==> src/rtl/vga_pkg.sv <==
// Shared VGA geometry, pixel colour type and colour-zone helper for the spectrum display.
package vga_pkg;

    localparam int H_ACTIVE = 640;
    localparam int V_ACTIVE = 480;

    typedef struct packed {
        logic [7:0] r;
        logic [7:0] g;
        logic [7:0] b;
    } rgb_t;

    localparam rgb_t COL_BLACK  = '{r: 8'h00, g: 8'h00, b: 8'h00};
    localparam rgb_t COL_GREEN  = '{r: 8'h00, g: 8'hff, b: 8'h00};
    localparam rgb_t COL_YELLOW = '{r: 8'hff, g: 8'hff, b: 8'h00};
    localparam rgb_t COL_RED    = '{r: 8'hff, g: 8'h00, b: 8'h00};

    // Heights are measured upward from the bottom row of the active area.
    localparam int ZONE_GREEN_H  = 160;
    localparam int ZONE_YELLOW_H = 320;

    function automatic rgb_t zone_colour(input logic [9:0] h);
        if (h < 10'(ZONE_GREEN_H)) begin
            return COL_GREEN;
        end else if (h < 10'(ZONE_YELLOW_H)) begin
            return COL_YELLOW;
        end else begin
            return COL_RED;
        end
    endfunction

endpackage

==> src/rtl/spectrum_bin_store.sv <==
// Double-buffered magnitude store: FFT writes the shadow buffer, which is copied
// into the display buffer on the first vsync falling edge after a completed set.
module spectrum_bin_store #(
    parameter int NUM_BINS = 16,
    parameter int MAG_W    = 8,
    parameter int IDX_W    = $clog2(NUM_BINS)
) (
    input  logic             clk,
    input  logic             rst_n,
    input  logic             wr_valid,
    output logic             wr_ready,
    input  logic [IDX_W-1:0] wr_idx,
    input  logic [MAG_W-1:0] wr_mag,
    input  logic             wr_last,
    input  logic             vsync_in,
    output logic             frame_swapped,
    input  logic [IDX_W-1:0] rd_idx,
    output logic [MAG_W-1:0] rd_mag
);

    logic [MAG_W-1:0] shadow_q  [NUM_BINS];
    logic [MAG_W-1:0] shadow_d  [NUM_BINS];
    logic [MAG_W-1:0] display_q [NUM_BINS];
    logic [MAG_W-1:0] display_d [NUM_BINS];
    logic             pending_q, pending_d;
    logic             vs_prev_q, vs_prev_d;
    logic             swapped_q, swapped_d;
    logic             accept;
    logic             vs_fall;

    always_comb begin
        shadow_d  = shadow_q;
        display_d = display_q;
        pending_d = pending_q;
        swapped_d = 1'b0;
        vs_prev_d = vsync_in;

        accept  = wr_valid & ~pending_q;
        vs_fall = vs_prev_q & ~vsync_in;

        // The edge sees the pending flag from before this cycle's handshake,
        // so a set completed on the edge itself waits for the next frame.
        if (vs_fall && pending_q) begin
            display_d = shadow_q;
            pending_d = 1'b0;
            swapped_d = 1'b1;
        end

        if (accept) begin
            shadow_d[wr_idx] = wr_mag;
            if (wr_last) begin
                pending_d = 1'b1;
            end
        end
    end

    always_ff @(posedge clk or negedge rst_n) begin
        if (!rst_n) begin
            shadow_q  <= '{default: '0};
            display_q <= '{default: '0};
            pending_q <= 1'b0;
            vs_prev_q <= 1'b1;
            swapped_q <= 1'b0;
        end else begin
            shadow_q  <= shadow_d;
            display_q <= display_d;
            pending_q <= pending_d;
            vs_prev_q <= vs_prev_d;
            swapped_q <= swapped_d;
        end
    end

    assign wr_ready      = ~pending_q;
    assign frame_swapped = swapped_q;
    assign rd_mag        = display_q[rd_idx];

endmodule

==> src/rtl/spectrum_bar_gen.sv <==
// Two-stage pixel pipeline that draws NUM_BINS vertical magnitude bars, with
// hsync/vsync delayed alongside so they stay aligned with r/g/b.
module spectrum_bar_gen
    import vga_pkg::*;
#(
    parameter int NUM_BINS = 16,
    parameter int MAG_W    = 8,
    parameter int BAR_W    = 40,
    parameter int GAP_W    = 4
) (
    input  logic                        vgaclk,
    input  logic                        resetn,
    input  logic [9:0]                  x,
    input  logic [9:0]                  y,
    input  logic                        hsync_in,
    input  logic                        vsync_in,
    input  logic                        bin_valid,
    output logic                        bin_ready,
    input  logic [$clog2(NUM_BINS)-1:0] bin_idx,
    input  logic [MAG_W-1:0]            bin_mag,
    input  logic                        bin_last,
    output logic                        hsync,
    output logic                        vsync,
    output logic [7:0]                  r,
    output logic [7:0]                  g,
    output logic [7:0]                  b,
    output logic                        frame_swapped
);

    localparam int IDX_W = $clog2(NUM_BINS);
    localparam int COL_W = $clog2(BAR_W);

    logic [IDX_W-1:0] bin_p1_q, bin_p1_d;
    logic [COL_W-1:0] col_p1_q, col_p1_d;
    logic [9:0]       y_p1_q, y_p1_d;
    logic             active_p1_q, active_p1_d;
    logic             hs_p1_q, vs_p1_q;
    logic             hs_p2_q, vs_p2_q;
    rgb_t             rgb_p2_q, rgb_p2_d;

    logic [4:0]       bin_full;
    logic [MAG_W-1:0] mag;
    logic [9:0]       h;
    logic [MAG_W:0]   bar_top;
    logic             lit;

    spectrum_bin_store #(
        .NUM_BINS (NUM_BINS),
        .MAG_W    (MAG_W),
        .IDX_W    (IDX_W)
    ) u_store (
        .clk           (vgaclk),
        .rst_n         (resetn),
        .wr_valid      (bin_valid),
        .wr_ready      (bin_ready),
        .wr_idx        (bin_idx),
        .wr_mag        (bin_mag),
        .wr_last       (bin_last),
        .vsync_in      (vsync_in),
        .frame_swapped (frame_swapped),
        .rd_idx        (bin_p1_q),
        .rd_mag        (mag)
    );

    // S1: bin index via reciprocal multiply (x*205 >> 13 == x/40 for x < 640).
    always_comb begin
        bin_full    = 5'(({8'd0, x} * 18'd205) >> 13);
        bin_p1_d    = IDX_W'(bin_full);
        col_p1_d    = COL_W'(x - 10'(bin_full) * 10'(BAR_W));
        y_p1_d      = y;
        active_p1_d = (x < 10'(H_ACTIVE)) && (y < 10'(V_ACTIVE));
    end

    // S2: bar height test and colour zone.
    always_comb begin
        h        = 10'(V_ACTIVE - 1) - y_p1_q;
        bar_top  = {mag, 1'b0};
        lit      = active_p1_q
                   && (col_p1_q < COL_W'(BAR_W - GAP_W))
                   && (32'(h) < 32'(bar_top));
        rgb_p2_d = lit ? zone_colour(h) : COL_BLACK;
    end

    always_ff @(posedge vgaclk or negedge resetn) begin
        if (!resetn) begin
            bin_p1_q    <= '0;
            col_p1_q    <= '0;
            y_p1_q      <= '0;
            active_p1_q <= 1'b0;
            hs_p1_q     <= 1'b1;
            vs_p1_q     <= 1'b1;
            hs_p2_q     <= 1'b1;
            vs_p2_q     <= 1'b1;
            rgb_p2_q    <= COL_BLACK;
        end else begin
            bin_p1_q    <= bin_p1_d;
            col_p1_q    <= col_p1_d;
            y_p1_q      <= y_p1_d;
            active_p1_q <= active_p1_d;
            hs_p1_q     <= hsync_in;
            vs_p1_q     <= vsync_in;
            hs_p2_q     <= hs_p1_q;
            vs_p2_q     <= vs_p1_q;
            rgb_p2_q    <= rgb_p2_d;
        end
    end

    assign hsync = hs_p2_q;
    assign vsync = vs_p2_q;
    assign r     = rgb_p2_q.r;
    assign g     = rgb_p2_q.g;
    assign b     = rgb_p2_q.b;

endmodule

==> config.mk <==
export PLATFORM = sky130hd
export DESIGN_NAME = spectrum_bar_gen
export DESIGN_NICKNAME = d
export VERILOG_FILES = /design/src/rtl/vga_pkg.sv /design/src/rtl/spectrum_bin_store.sv /design/src/rtl/spectrum_bar_gen.sv
export SDC_FILE = /design/constraint.sdc
export NUM_CORES = 1
export LEC_CHECK = 0
export ABC_CLOCK_PERIOD_IN_PS = 2190
export BUFFER_PORTS_ARGS = -buffer_cell sky130_fd_sc_hd__buf_2
export CAP_MARGIN = 15
export CORE_MARGIN = 4
export CORE_UTILIZATION = 40
export CTS_BUF_LIST = sky130_fd_sc_hd__clkbuf_4 sky130_fd_sc_hd__clkbuf_8
export DETAILED_ROUTE_END_ITERATION = 7
export GPL_TIMING_DRIVEN = 0
export PLACE_DENSITY = 0.66
export SYNTH_ARGS = -nofsm -noshare
export SYNTH_HDL_FRONTEND = slang
export SYNTH_HIERARCHICAL = 1
export SYNTH_SLANG_ARGS = --single-unit
==> constraint.sdc <==
create_clock -name vgaclk -period 2.19 [get_ports vgaclk]
set_input_delay 0.3285 -clock vgaclk [delete_from_list [all_inputs] [get_ports vgaclk]]
set_output_delay 0.3285 -clock vgaclk [all_outputs]
set_load 0.05 [all_outputs]
Word-level counts from Yosys, hierarchy flattened
Cells that the tools add are included.
Cells by class
  add/sub/neg operators: 2
  multipliers: 2
  $lt $le $gt $ge: 9
  muxes and demuxes: 13
  bitwise operators: 6
  reduce and logical (&&, ||, !) cells: 5
Operator list (count)
  $bwmux W128: 1
  $mux W24: 2
  $bmux W8 S4: 1
  $demux W8 S4: 1
  $mux W8: 3
  $lt A10 B9 Y1 const B: 2
  $mul A10 B8 Y18 const B: 1
  $mux W16: 1
  $ge A5 B5 Y1 const B: 2
  $lt A10 B10 Y1 const B: 1
  $lt A10 B8 Y1 const B: 1
  $lt A10 B9 Y1: 1
  $not A4 Y5: 2
  $sub A9 B10 Y10 const A: 1
  $lt A6 B6 Y1 const B: 1
  $sub A6 B6 Y6: 1
  $logic_and A1 B1 Y1: 5
  $lt A5 B1 Y1 const B: 1
  $mul A5 B3 Y3 const B: 1
  $mux W1: 4
  $and A1 B1 Y1: 2
  $not A1 Y1: 2
Word-level totals
  bits in registers: 307
  input bits: 38

Longest topological paths before layout
  word-level depth: 7
  depth in mapped cells: 19
  depth with buffers taken out: 19

Cells and area by module
Netlist, hierarchy kept.
By module, submodules not included
  spectrum_bin_store: times used 1, cells each 642, area an instance 10801.6 um^2
  spectrum_bar_gen: times used 1, cells each 239, area an instance 2457.4 um^2

Worst setup path before layout
Ideal clock, no wire load.
  kind: in2reg
  from: in x[6]
  to: reg col_p1_q[5]
  library setup time: 0.134 ns
  arrival time: 4.517 ns
  data required time: 2.056 ns
  setup slack: -2.460 ns
  stages on the path: 19
  buffers on the path: 0
  path through: ha_1 inv_1 fa_1 inv_1 fa_1 inv_1 fa_1 inv_1 ha_1 a21oi_2 nand2_1 a221oi_2 o21ai_2 xor2_1 ha_1 fa_1 xnor2_1 xnor3_1 xnor3_1
On the way
  word-level cells in the longest chain between the ends: 3
RTL lines
  from (decl): RTL line spectrum_bar_gen.sv:13  | input logic [9:0] x,
  $mul A10 B8 Y18: RTL line spectrum_bar_gen.sv:67  | bin_full = 5'(({8'd0, x} * 18'd205) >> 13);
  via bin_full[0]: RTL line spectrum_bar_gen.sv:41  | logic [4:0] bin_full;
  $mul A5 B3 Y3: RTL line spectrum_bar_gen.sv:69  | col_p1_d = COL_W'(x - 10'(bin_full) * 10'(BAR_W));
  $sub A6 B6 Y6: RTL line spectrum_bar_gen.sv:69
  via col_p1_d[5]: RTL line spectrum_bar_gen.sv:34  | logic [COL_W-1:0] col_p1_q, col_p1_d;
  to (signal assigned): RTL line spectrum_bar_gen.sv:97  | col_p1_q <= col_p1_d;
  to (decl): RTL line spectrum_bar_gen.sv:34
The timed path passes the listed nets, and every way through them passes these cells.
A chain may end at the register's enable or synchronous reset.

Worst setup path in the final report
  from: in x[3]
  to: reg col_p1_q[5]
Same word-level chain as after synthesis.

==> run metrics <==
CTS Root Cell clkbuf_8; Die Wd between 150 and 200 µm; clock network fraction of total power 0.270; Fin. Hold Viols 0; Post-Synthesis Cells about 900; vias in the first global route roughly 8200; placed cells 1388; Worst setup startpoint x[3]; Via Count 7519; setup repair after global routing missed its margin true; Synth area leaders dfrtp_1, mux2_2, mux4_2; Post-route DRC 0; commonest cells after routing, fill and taps aside dfrtp_1, mux2_2, clkbuf_8; number of diodes 0; drt wl/cell roughly 19 µm; critical path type in -> reg; DP Area 0.0143 mm²; Max Clock Freq about 240 MHz; Seq/Total Area, Yosys 0.535; simple-gate area share of the yosys netlist 0.0289; Cell Area, Synth 0.0133 mm²; Congestion Overflow GR 0; power per cell area 1220 mW/mm²; WL final 28.7 mm; Post-Place Setup Slack -2.71 ns; Critical R2R Launch bin_p1_q[0]; leakage about 7.6 nW; Comb pwr share 0.329; critical hold path startpoint x[7]; worst reg2reg setup slack -0.39 ns; Setup WS post-layout -1.91 ns; VDD IR max between 0.0004 and 0.0005 V; htree depth 2; cts bufs inserted 49; end of the worst register-to-register path g[6]; sw power about 5.9 mW; status complete, but fails checks; worst rel slew slack 0.430; min Tclk post-route 4.10 ns; fraction of the mapped netlist area in compound gates 0.0208; layout cells sized above 1 0.528; post-route ant nets 0; Syn-to-layout area delta 19.9%; wire length of the first global-routing pass around 46 mm; Arrival @ worst endpoint between 4 and 5 ns; Max Cap Viol 0; die area 0.0361 mm²; Req. time, crit path ~2.6 ns; core area roughly 0.033 mm²; Max Slew Vio Count 0; Initial Util 0.406; violated checks negative setup slack; Sink Count roughly 280; CP max FO 3; post-synthesis mux area share 0.274; Post-Synth Adder-Cell Area 0.0776; vias per cell between 4 and 5; FP Rows 66; Worst-Skew Late Latency roughly 0.59 ns; CP cell instances buf_12 -> ha_4 -> inv_2 -> fa_1 -> inv_1 -> fa_1 -> inv_2 -> fa_1 -> inv_2 -> ha_4 -> a21oi_2 -> nand2_2 -> a221oi_4 -> o21ai_2 -> xor2_2 -> ha_4 -> fa_2 -> xnor2_2 -> xnor3_1 -> xnor3_1; Layout Skew ~0.048 ns; CP endpoint kind flip-flop; largest net degree at the start of global routing between 100 and 150; Final Setup Violations 9; Finished Layout Cells ~1500; Design Area, Final between 0.015 and 0.02 mm²; HPWL after DPL 19.3 mm; Post-synth ARST share 1.00; Post-synth top flop dfrtp_1; fraction of synthesized cell area in xor and xnor cells 0.0120; FF-to-FF path depth 13; share of the synthesized area in the top cell type 0.525; Starting DRT DRC Count between 300 and 400; I/O Buffers 56; TritonCTS clock tree yes; crit start category input port; post-synth top area cell dfrtp_1; sequential share of power 0.401; Worst-path clk slew 0.06 ns; Post-Syn Area per Cell between 15 and 20 µm²; crit-path max cell delay 0.50 ns; nets@finish 1139; clock tree buffer depth 3; Int Power between 10 and 15 mW; Yosys reg bits between 200 and 300; total track usage 0.164; Final period util 1.87; Switching Fraction 0.305; drt pass-1 iters 4; commonest non-fill, non-tap cell in the layout dfrtp_1; Slew @ Worst Pin around 0.86 ns; Util after Layout 0.487; Hold Path Class in -> reg; GP Congestion 0.836; Post-synth EDFFs 0; synth unique cells 49; largest family of logic cells by synthesized area multiplexers; Crit-path slowest cell fa_1; io pins 66; Die H roughly 190 µm; overall power approximately 19 mW; Syn. warnings 6; Critical Path End col_p1_q[5]; antenna violations before repair 0
synthesized netlist by cell type, types with 4 or more instances:
| library cell | number |
|---|---|
| a21oi_1 | 6 |
| a22oi_1 | 16 |
| buf_1 | 5 |
| buf_2 | 4 |
| buf_4 | 26 |
| buf_6 | 16 |
| clkbuf_1 | 9 |
| dfrtp_1 | 278 |
| dfstp_2 | 5 |
| fa_1 | 17 |
| ha_1 | 55 |
| inv_1 | 64 |
| mux2_2 | 248 |
| mux2_4 | 8 |
| mux4_2 | 32 |
| nand2_1 | 16 |
| nand2_2 | 8 |
| nor2_1 | 6 |
| nor2b_1 | 6 |
| o21ai_0 | 6 |
| xnor2_1 | 8 |
| xor2_1 | 5 |
cell families after synthesis:
logic type / count (synthesis)
and+or+nand+nor: 59
buffers and inverters: 124
other: 1
DFF: 283
muxes: 288
xor gates and xnor gates: 15
AOI/OAI and AO/OA: 39
adders and majority gates: 72
worst max-delay path, delay by kind of cell:
| family | cells | cell delay (ns) |
|---|---|---|
| buffers and inverters | 5 | 0.30 |
| AO/OA/AOI/OAI | 3 | 0.60 |
| adder cells (fa/ha/maj) | 7 | 2.49 |
| AND/OR/NAND/NOR | 1 | 0.07 |
| XOR/XNOR | 4 | 0.75 |
flip-flops by register name, indices dropped and copies added, names as in the netlist, 4 cells and up:
signal,cells
u_store/display_q,128
col_p1_q,4
u_store/shadow_q,128
bin_p1_q,4
y_p1_q,9
metal layers:
metal | wire [µm] | GRT usage
met5 | 0 | 0
met4 | 612 | 0.0459
met3 | 914 | 0.0275
met2 | 13900 | 0.268
met1 | 13300 | 0.227
area by class of cell:
type,instances,area [µm²]
clock inverters,8,121
repair buffers,90,713
plain buffers,60,499
flip-flops and latches,283,7090
well taps,442,553
fillers,2786,16700
inverters,64,240
clock buffers,79,968
multi-input cells,481,5710
power groups by stage:
stage | Clock (mW) | Sequential, mW | Combinational [mW]
floorplan | 0 | 7.52 | 4.41
global route | 5.66 | 7.99 | 6.98
CTS | 5.39 | 7.78 | 6.35
finish | 5.23 | 7.78 | 6.37
detailed placement | 0 | 7.86 | 5.77
global placement | 0 | 7.80 | 5.60
per-stage QoR:
| step | TNS [ns] | hold slack, ns |
|---|---|---|
| floorplan | -10.01 | 0.0329 |
| global placement | -1237.92 | 0.346 |
| detailed placement | -15.03 | 0.263 |
| CTS | -8.88 | 0.0420 |
| global route | -10.20 | 0.0507 |
| finish | -9.09 | 0.0715 |
worst min-delay path by stage:
stage / end / slack [ns] / cells past startpoint
after floorplan: active_p1_q / 0.03 / 0
after global placement: vsync / 0.35 / 0
after detailed placement: u_store/shadow_q[4] / 0.26 / 1
after CTS: active_p1_q / 0.04 / 3
after global routing: u_store/shadow_q[38] / 0.05 / 2
final: active_p1_q / 0.07 / 3
timing repair:
item                                    in CTS  in global routing
setup buffers                               18                  0
pin swaps                                   19                  4
hold endpoints to repair                    59                  0
resized for setup                           43                  7
hold buffers                                13                  0
endpoints found under the setup margin       9                  9
gates cloned                                 1                  0
(Power assumes the default switching activity.)
